## src/rtl/cpu_run_monitor.sv

```systemverilog
// Run monitor for the single-cycle CPU: counts executed cycles and detects program end.
// After a halt it freezes the CPU and streams the register file plus the cycle count out.
module cpu_run_monitor #(
    parameter int              XLEN         = 64,
    parameter int              NREG         = 32,
    parameter int              REG_AW       = 5,
    parameter longint unsigned END_PC       = 60,
    parameter int              STABLE_LIMIT = 8,
    parameter int              MAX_CYCLES   = 100000,
    parameter int              CNT_W        = 32
) (
    input  logic              clk,
    input  logic              reset,
    input  logic [XLEN-1:0]   pc,
    input  logic              pc_valid,
    input  logic              halt_req,
    output logic              cpu_stall,
    output logic [REG_AW-1:0] rf_raddr,
    input  logic [XLEN-1:0]   rf_rdata,
    output logic              dump_valid,
    output logic [XLEN-1:0]   dump_data,
    output logic              dump_last,
    input  logic              dump_ready,
    output logic [2:0]        halt_cause,
    output logic [CNT_W-1:0]  cycle_count,
    output logic              done
);

    localparam int                SW         = $clog2(STABLE_LIMIT + 1);
    localparam logic [XLEN-1:0]   LP_END_PC  = XLEN'(END_PC);
    localparam logic [CNT_W-1:0]  LP_MAX     = CNT_W'(MAX_CYCLES);
    localparam logic [SW-1:0]     LP_STABLE  = SW'(STABLE_LIMIT);
    localparam logic [REG_AW-1:0] LP_LASTREG = REG_AW'(NREG - 1);

    typedef enum logic [1:0] {
        RUN,
        DUMP_REG,
        DUMP_CNT,
        DONE
    } stateT;

    stateT             r_state;
    stateT             w_nextState;

    logic [CNT_W-1:0]  r_cycleCount;
    logic [2:0]        r_haltCause;
    logic [REG_AW-1:0] r_idx;
    logic [XLEN-1:0]   r_prevPc;
    logic              r_prevVld;
    logic [SW-1:0]     r_stableCnt;

    logic [CNT_W-1:0]  w_countInc;
    logic [SW-1:0]     w_stableNext;
    logic              w_haltEnd;
    logic              w_haltLoop;
    logic              w_haltTime;
    logic              w_halt;
    logic [2:0]        w_cause;
    logic              w_xfer;
    logic              w_lastReg;

    // Halt detection for the current cycle; the counter saturates instead of wrapping.
    always_comb begin
        w_countInc   = (r_cycleCount == '1) ? r_cycleCount : r_cycleCount + CNT_W'(1);
        w_stableNext = (r_prevVld && (pc == r_prevPc)) ? r_stableCnt + SW'(1) : '0;
        w_haltEnd    = pc_valid && (pc >= LP_END_PC);
        w_haltLoop   = pc_valid && (w_stableNext == LP_STABLE);
        w_haltTime   = pc_valid && (w_countInc == LP_MAX);
        w_halt       = halt_req || w_haltEnd || w_haltLoop || w_haltTime;
        w_cause      = 3'd0;
        if (halt_req) begin
            w_cause = 3'd4;
        end else if (w_haltEnd) begin
            w_cause = 3'd1;
        end else if (w_haltLoop) begin
            w_cause = 3'd2;
        end else if (w_haltTime) begin
            w_cause = 3'd3;
        end
        w_xfer    = dump_ready && ((r_state == DUMP_REG) || (r_state == DUMP_CNT));
        w_lastReg = (r_idx == LP_LASTREG);
    end

    always_ff @(posedge clk) begin
        if (!reset) begin
            r_state <= RUN;
        end else begin
            r_state <= w_nextState;
        end
    end

    always_comb begin
        w_nextState = r_state;
        case (r_state)
            RUN:      if (w_halt) w_nextState = DUMP_REG;
            DUMP_REG: if (w_xfer && w_lastReg) w_nextState = DUMP_CNT;
            DUMP_CNT: if (w_xfer) w_nextState = DONE;
            DONE:     w_nextState = DONE;
            default:  w_nextState = RUN;
        endcase
    end

    // Monitor state only moves in RUN; the dump index only advances on an accepted word.
    always_ff @(posedge clk) begin
        if (!reset) begin
            r_cycleCount <= '0;
            r_haltCause  <= '0;
            r_idx        <= '0;
            r_prevPc     <= '0;
            r_prevVld    <= 1'b0;
            r_stableCnt  <= '0;
        end else begin
            case (r_state)
                RUN: begin
                    if (pc_valid) begin
                        r_cycleCount <= w_countInc;
                        r_prevPc     <= pc;
                        r_prevVld    <= 1'b1;
                        r_stableCnt  <= w_stableNext;
                    end
                    if (w_halt) begin
                        r_haltCause <= w_cause;
                        r_idx       <= '0;
                    end
                end
                DUMP_REG: begin
                    if (w_xfer && !w_lastReg) begin
                        r_idx <= r_idx + REG_AW'(1);
                    end
                end
                default: begin
                end
            endcase
        end
    end

    always_comb begin
        cpu_stall   = (r_state != RUN);
        dump_valid  = (r_state == DUMP_REG) || (r_state == DUMP_CNT);
        dump_last   = (r_state == DUMP_CNT);
        done        = (r_state == DONE);
        rf_raddr    = r_idx;
        halt_cause  = r_haltCause;
        cycle_count = r_cycleCount;
        dump_data   = '0;
        case (r_state)
            DUMP_REG: dump_data = rf_rdata;
            DUMP_CNT: dump_data = XLEN'(r_cycleCount);
            default:  dump_data = '0;
        endcase
    end

endmodule

```

## config.mk

```make
export PLATFORM = sky130hd
export DESIGN_NAME = cpu_run_monitor
export DESIGN_NICKNAME = d
export VERILOG_FILES = /design/src/rtl/cpu_run_monitor.sv
export SDC_FILE = /design/constraint.sdc
export NUM_CORES = 1
export LEC_CHECK = 0
export CORE_ASPECT_RATIO = 1.1
export CORE_MARGIN = 8
export CORE_UTILIZATION = 25
export DETAILED_ROUTE_END_ITERATION = 12
export DONT_BUFFER_PORTS = 1
export GPL_TIMING_DRIVEN = 0
export PLACE_DENSITY = 0.43
export SETUP_SLACK_MARGIN = 0.1
export SLEW_MARGIN = 10
export SYNTH_ARGS = -nofsm -noshare
export SYNTH_HDL_FRONTEND = slang
export SYNTH_SLANG_ARGS = --single-unit
```

## constraint.sdc

```tcl
create_clock -name clk -period 4 [get_ports clk]
set_input_delay 0.4 -clock clk [delete_from_list [all_inputs] [get_ports clk]]
set_output_delay 0.4 -clock clk [all_outputs]
set_load 0.02 [all_outputs]
```

* After elaboration in Yosys (flattened, before gate mapping) *
Cells that the tools add are included.

cells by class
  $add $sub $neg = 3
  multipliers = 0
  div/mod/pow operators = 0
  magnitude comparators = 1
  equality and inequality tests = 12
  shift-type cells = 0
  mux-type cells = 14
  bitwise logic cells = 0
  reductions and logical operators = 19

operators with widths
  operator                                               count
  one-hot mux 64 bit (2 select lines)                    1
  equality test 64 bit                                   1
  >= comparator 64 x 6 -> 1 bit, second input constant   1
  adder 32 x 1 -> 32 bit, second input constant          1
  equality test 32 x 17 -> 1 bit, second input constant  1
  equality test 32 bit, second input constant            1
  2-to-1 mux 32 bit                                      1
  2-to-1 mux 2 bit                                       6
  2-to-1 mux 5 bit                                       2
  one-hot mux 5 bit (2 select lines)                     1
  one-hot mux 2 bit (4 select lines)                     1
  logical AND 1 bit                                      7
  inequality test 2 x 1 -> 1 bit, second input constant  3
  AND reduction 3 bit                                    2
  adder 5 x 1 -> 5 bit, second input constant            1
  equality test 5 bit, second input constant             1
  adder 4 x 1 -> 4 bit, second input constant            1
  equality test 2 bit, second input constant             2
  equality test 4 bit, second input constant             1
  logical OR 1 bit                                       4
  2-to-1 mux 4 bit                                       1
  AND reduction 2 bit                                    2
  nonzero test 2 bit                                     2
  2-to-1 mux 3 bit                                       1
  other kinds (4)                                        4

storage, ports and cells
  bits in registers = 111
  latch bits = 0
  RAM bits = 0
  memory bits (read-only) = 0
  output and inout bits = 108
  memories = 0

* Logic depth before layout (Yosys ltp) *
  depth in word-level cells = 9
  mapped depth = 12

* Worst setup path after synthesis *
OpenSTA, ideal clock, no wires.

  kind = register to register
  from = register r_cycleCount[1], in the netlist cycle_count[1]
  to = register r_idx[2], in the netlist rf_raddr[2]
  setup time = 117 ps
  arrival = 3,382 ps
  setup slack = 500 ps
  stages on the path, launching flop included = 13
  buffers on the path = 2
  cells stage by stage = dfxtp_1 -> ha_1 -> nand4_2 -> or4_1 -> buf_6 -> nor4_2 -> xor2_1 -> or4_4 -> nor4_4 -> and2_1 -> buf_4 -> o221ai_1 -> a32o_1

on the way
  longest elaborated chain between the ends = 7

RTL lines
  element                                                         line  RTL
  start, declared                                                 45    logic [CNT_W-1:0] r_cycleCount;
  start signal, assigned                                          116   r_cycleCount <= w_countInc;
  adder 32 x 1 -> 32 bit or equality test 32 bit (tied branches)  64    w_countInc = (r_cycleCount == '1) ? r_cycleCount : r_cycleCount + CNT_W'(1);
  2-to-1 mux 32 bit (*)                                           64
  equality test 32 x 17 -> 1 bit (*)                              68    w_haltTime = pc_valid && (w_countInc == LP_MAX);
  logical AND 1 bit (*)                                           68
  logical OR 1 bit (*)                                            69    w_halt = halt_req || w_haltEnd || w_haltLoop || w_haltTime;
  inequality test 2 bit (no line) (*)                             n/a
  AND reduction 3 bit (no line) (*)                               n/a
  end signal, assigned                                            128   r_idx <= r_idx + REG_AW'(1);
  end, declared                                                   47    logic [REG_AW-1:0] r_idx;

Mark *: on every way between the ends. The rest lies on a longest branch, timed or not.
A chain may end at the register's enable or synchronous reset.

* Final worst setup path *
Ends and elaborated chain as after synthesis.

==> run summary <==
The flow ran to the end, and the final reports show no timing, DRC or antenna violations. The deepest clock path buffer count was 2; the post-route core utilization was 0.282. The tools report the final-report max-slew violation count as 0.

The total length of routed wires is 32000 um, and the via count is 7064. For the worst setup path, the data required time is 4.27 ns. The max capacitance violation total was 0. The biggest area contributor in the post-synthesis netlist is dfxtp_1. The synthesized design contains 0 enable-type register cells. For the count of different cell masters after synthesis, the log shows 71. For the final antenna-violating net count, the log shows 0. The most used flip-flop cell after synthesis is dfxtp_1. Share of synthesized registers carrying an async set or reset: 0. In this run the core area contains 65 standard-cell rows. Setup repair after global routing left no endpoint under its margin. Pin placement for this block handled 241 I/O pins. After detailed routing, the average wire length per cell comes to 23.9 um. The global-route total usage across every layer was 0.178.

The power density relative to cell area works out to 535 nW/um2. The via count of the first global-routing pass is 6919, and the iteration count of the initial detailed-routing pass is 5. The first global-routing pass estimated 46300 um of wire. By area, the combinational part of the netlist is dominated by simple AND/OR/NAND/NOR gates.

For this design the static power due to leakage is 2.67 nW. The tools report the core box area as 28500 um2. Worst min-delay path category: in -> reg. The shortest clock period the worst path allows after layout was 3.70 ns; the chip width was 177 um. By count the netlist is led by nand2_1, dfxtp_1, a21oi_1. Synthesis inferred 111 register bits. The post-synthesis xor/xnor area fraction was 0.115.

Total number of clock tree sinks: 111. Across the VDD grid, the largest voltage drop is 0.246 mV. The floorplan step defined a die boundary enclosing 34300 um2. After routing the design area is 8030 um2. Synthesis handed over a netlist of 947 instances. In this run the cell area measured after placement is 7620 um2. The compound-gate portion of the synthesized area is 0.172, and the number of DRC violations after detailed-routing iteration 0 is 526. For the number of antenna violations at the first check in global routing, the log shows 1. Once placement completed, the tool counted placed cells totaling 1315. The critical path is of the reg -> reg type. The total power of the final layout is 4.29 mW, and the arrival time at the worst endpoint is 3.97 ns. The arithmetic-cell share of the synthesized area counting full adders, half adders and majority gates was 0.0157. After clock tree synthesis, the clock-pin slew on the worst setup and hold paths is 0.09 ns. Global routing finished with a remaining overflow of 0. The finished layout holds 1335 standard cells, fillers aside. The DRC violations left was 0. The post-synthesis mux area share works out to 0.00699. The share of post-route cells with drive strength above 1 is 0.0787. The average vias per placed instance came out at 5.29. The area share of the largest cell type after synthesis came out at 0.310.

The transition time at the pin with the least slew margin came out at 0.820 ns. After routing, the total negative slack on setup checks comes to 0 ns. Detailed placement ended at an HPWL of 25300 um. The area fraction in and, or, nand and nor cells after synthesis is 0.330.

Yosys attributes the largest share of cell area to dfxtp_1, nand2_1, a21oi_1, xnor2_1, xor2_1. The startpoint kind of the worst setup timing path is a register. Multi-input combinational cell area: 4640 um2. The sequential area share after synthesis is 0.310. The logs give 9 for the total clock buffers created by CTS and 0.453 for the worst slew slack as a fraction of its limit. The most repeated cell in the gate-level netlist after synthesis is nand2_1. The area occupied by registers was 2240 um2; the height of the die was 193 um. Entering global routing, the biggest net connects 22 pins. The synthesized net count is 1089, and the share of the clock period used by the worst path is 0.924.

Relative to the synthesized area, the layout overhead comes to 12.2%. The run gives 0.251 as the starting density of the core. The final layout contains 1103 nets. Routability-driven placement finished with a final weighted congestion of 0.889. The area of the mapped netlist was 7160 um2. The run gives 0 as the count of warnings emitted by yosys.

The kind of capture point of the worst setup path was a register. Input and output buffers added on the ports amount to 0. The count of H-tree levels built during CTS came out at 3.

The tools report the number of hold-slack violations in the final timing report as 0. The clock skew is 0.0160 ns, and the average footprint of a synthesized cell is 7.56 um2. The clock reaches the later pin of the worst-skew pair after 0.38 ns. Counting the fill cells in the layout gives 3142. Setup violations remaining at the end of the flow were counted as 0. TritonCTS built the clock tree.

For the maximum operating frequency, the log shows 270 MHz. The tree is rooted in a clkbuf_16. Along the worst path, the maximum fanout reaches 10.
-- flip-flops by register name, summed over array words and instances (netlist names) --
signal       flops
r_state          2
r_prevVld        1
r_prevPc        64
halt_cause       3
rf_raddr         5
r_stableCnt      4
cycle_count     32
-- metrics by stage --
stage | setup WS, ns | hold WS, ns
finish | 0.303 | 0.121
global route | 0.111 | 0.107
CTS | 0.101 | 0.103
detailed placement | -0.147 | 0.459
global placement | -0.190 | 0.453
floorplan | 0.500 | 0.448
-- layout by cell type (no fill, tap or decap), types with 4 or more instances in the layout --
cell and count:
or3_1 13, a22oi_1 33, nand2b_1 7, nand4_1 27
nor4b_1 4, nand2_1 170, o2111ai_1 4, a2111oi_0 5
nor4_1 33, or4_1 5, clkbuf_1 43, clkbuf_2 5
nor3_1 12, and3_1 7, a31oi_1 5, and4_1 6
xor2_1 47, nand3_1 24, clkbuf_16 9, buf_4 5
xnor2_1 47, dfxtp_2 8, o21ai_0 23, nor3b_1 6
inv_1 17, nor2b_1 32, ha_1 8, nor2_1 42
and2_1 38, a21oi_1 83, dfxtp_1 101, mux2i_1 5
buf_2 15, a211oi_1 5
-- power by group --
group / leakage (nW) / internal [mW] / switching, mW
registers: 0.910 / 1.27 / 0.161
clock network: 0.143 / 0.444 / 0.521
logic: 1.61 / 0.549 / 1.35
total: 2.67 / 2.26 / 2.04
-- what timing repair did --
action,4_1_cts,5_1_grt
endpoints found under the setup margin,10,10
hold buffers,0,0
setup buffers,0,3
pin swaps,1,1
gates resized for setup,8,23
-- area by class of cell --
type	count	share of cell area
repair buffers	3	0.00280
diodes	1	0.000312
inverters	18	0.00841
clock buffers	9	0.0280
well taps	368	0.0573
plain buffers	68	0.0372
flip-flops and latches	111	0.279
multi-input cells	750	0.578
clock inverters	7	0.00935
-- worst paths after layout --
path | from | to | slack (ns) | depth (start not counted)
worst min-delay path | halt_req | halt_cause[0]$_SDFFE_PN0P_ | 0.12 | 1
worst max register to register | cycle_count[1]$_SDFFE_PN0P_ | rf_raddr[2]$_SDFFE_PN0P_ | 0.30 | 12
worst min register to register | r_prevPc[9]$_SDFFE_PN0P_ | r_prevPc[9]$_SDFFE_PN0P_ | 0.47 | 2
worst max-delay path | cycle_count[1]$_SDFFE_PN0P_ | rf_raddr[2]$_SDFFE_PN0P_ | 0.30 | 12
-- cells by family after synthesis --
family                     count (synthesis)
AOI/OAI and AO/OA                        194
xor gates and xnor gates                  94
adders and majority gates                  9
buffers and inverters                     86
DFF                                      111
muxes                                      5
and+or+nand+nor                          448
-- critical path, stage by stage (launching register included) --
cell and delay [ns]:
dfxtp_4 0.48, ha_4 0.19, nand4_2 0.21, or4_1 0.57, buf_6 0.17, nor4_2 0.29
xor2_1 0.12, or4_4 0.58, nor4_4 0.30, and2_1 0.17, buf_4 0.16, o221ai_1 0.11
a32o_1 0.24
-- metal layers --
| metal | GRT usage | vias to the layer above | share of wire |
|---|---|---|---|
| met4 | 0.0522 | 0 | 0.021 |
| met3 | 0.0569 | 36 | 0.090 |
| met1 | 0.198 | 3381 | 0.39 |
| met2 | 0.316 | 260 | 0.50 |
| met5 | 0 | - | 0 |
| li1 | - | 3387 | - |
Power figures use the tool's default switching activity.
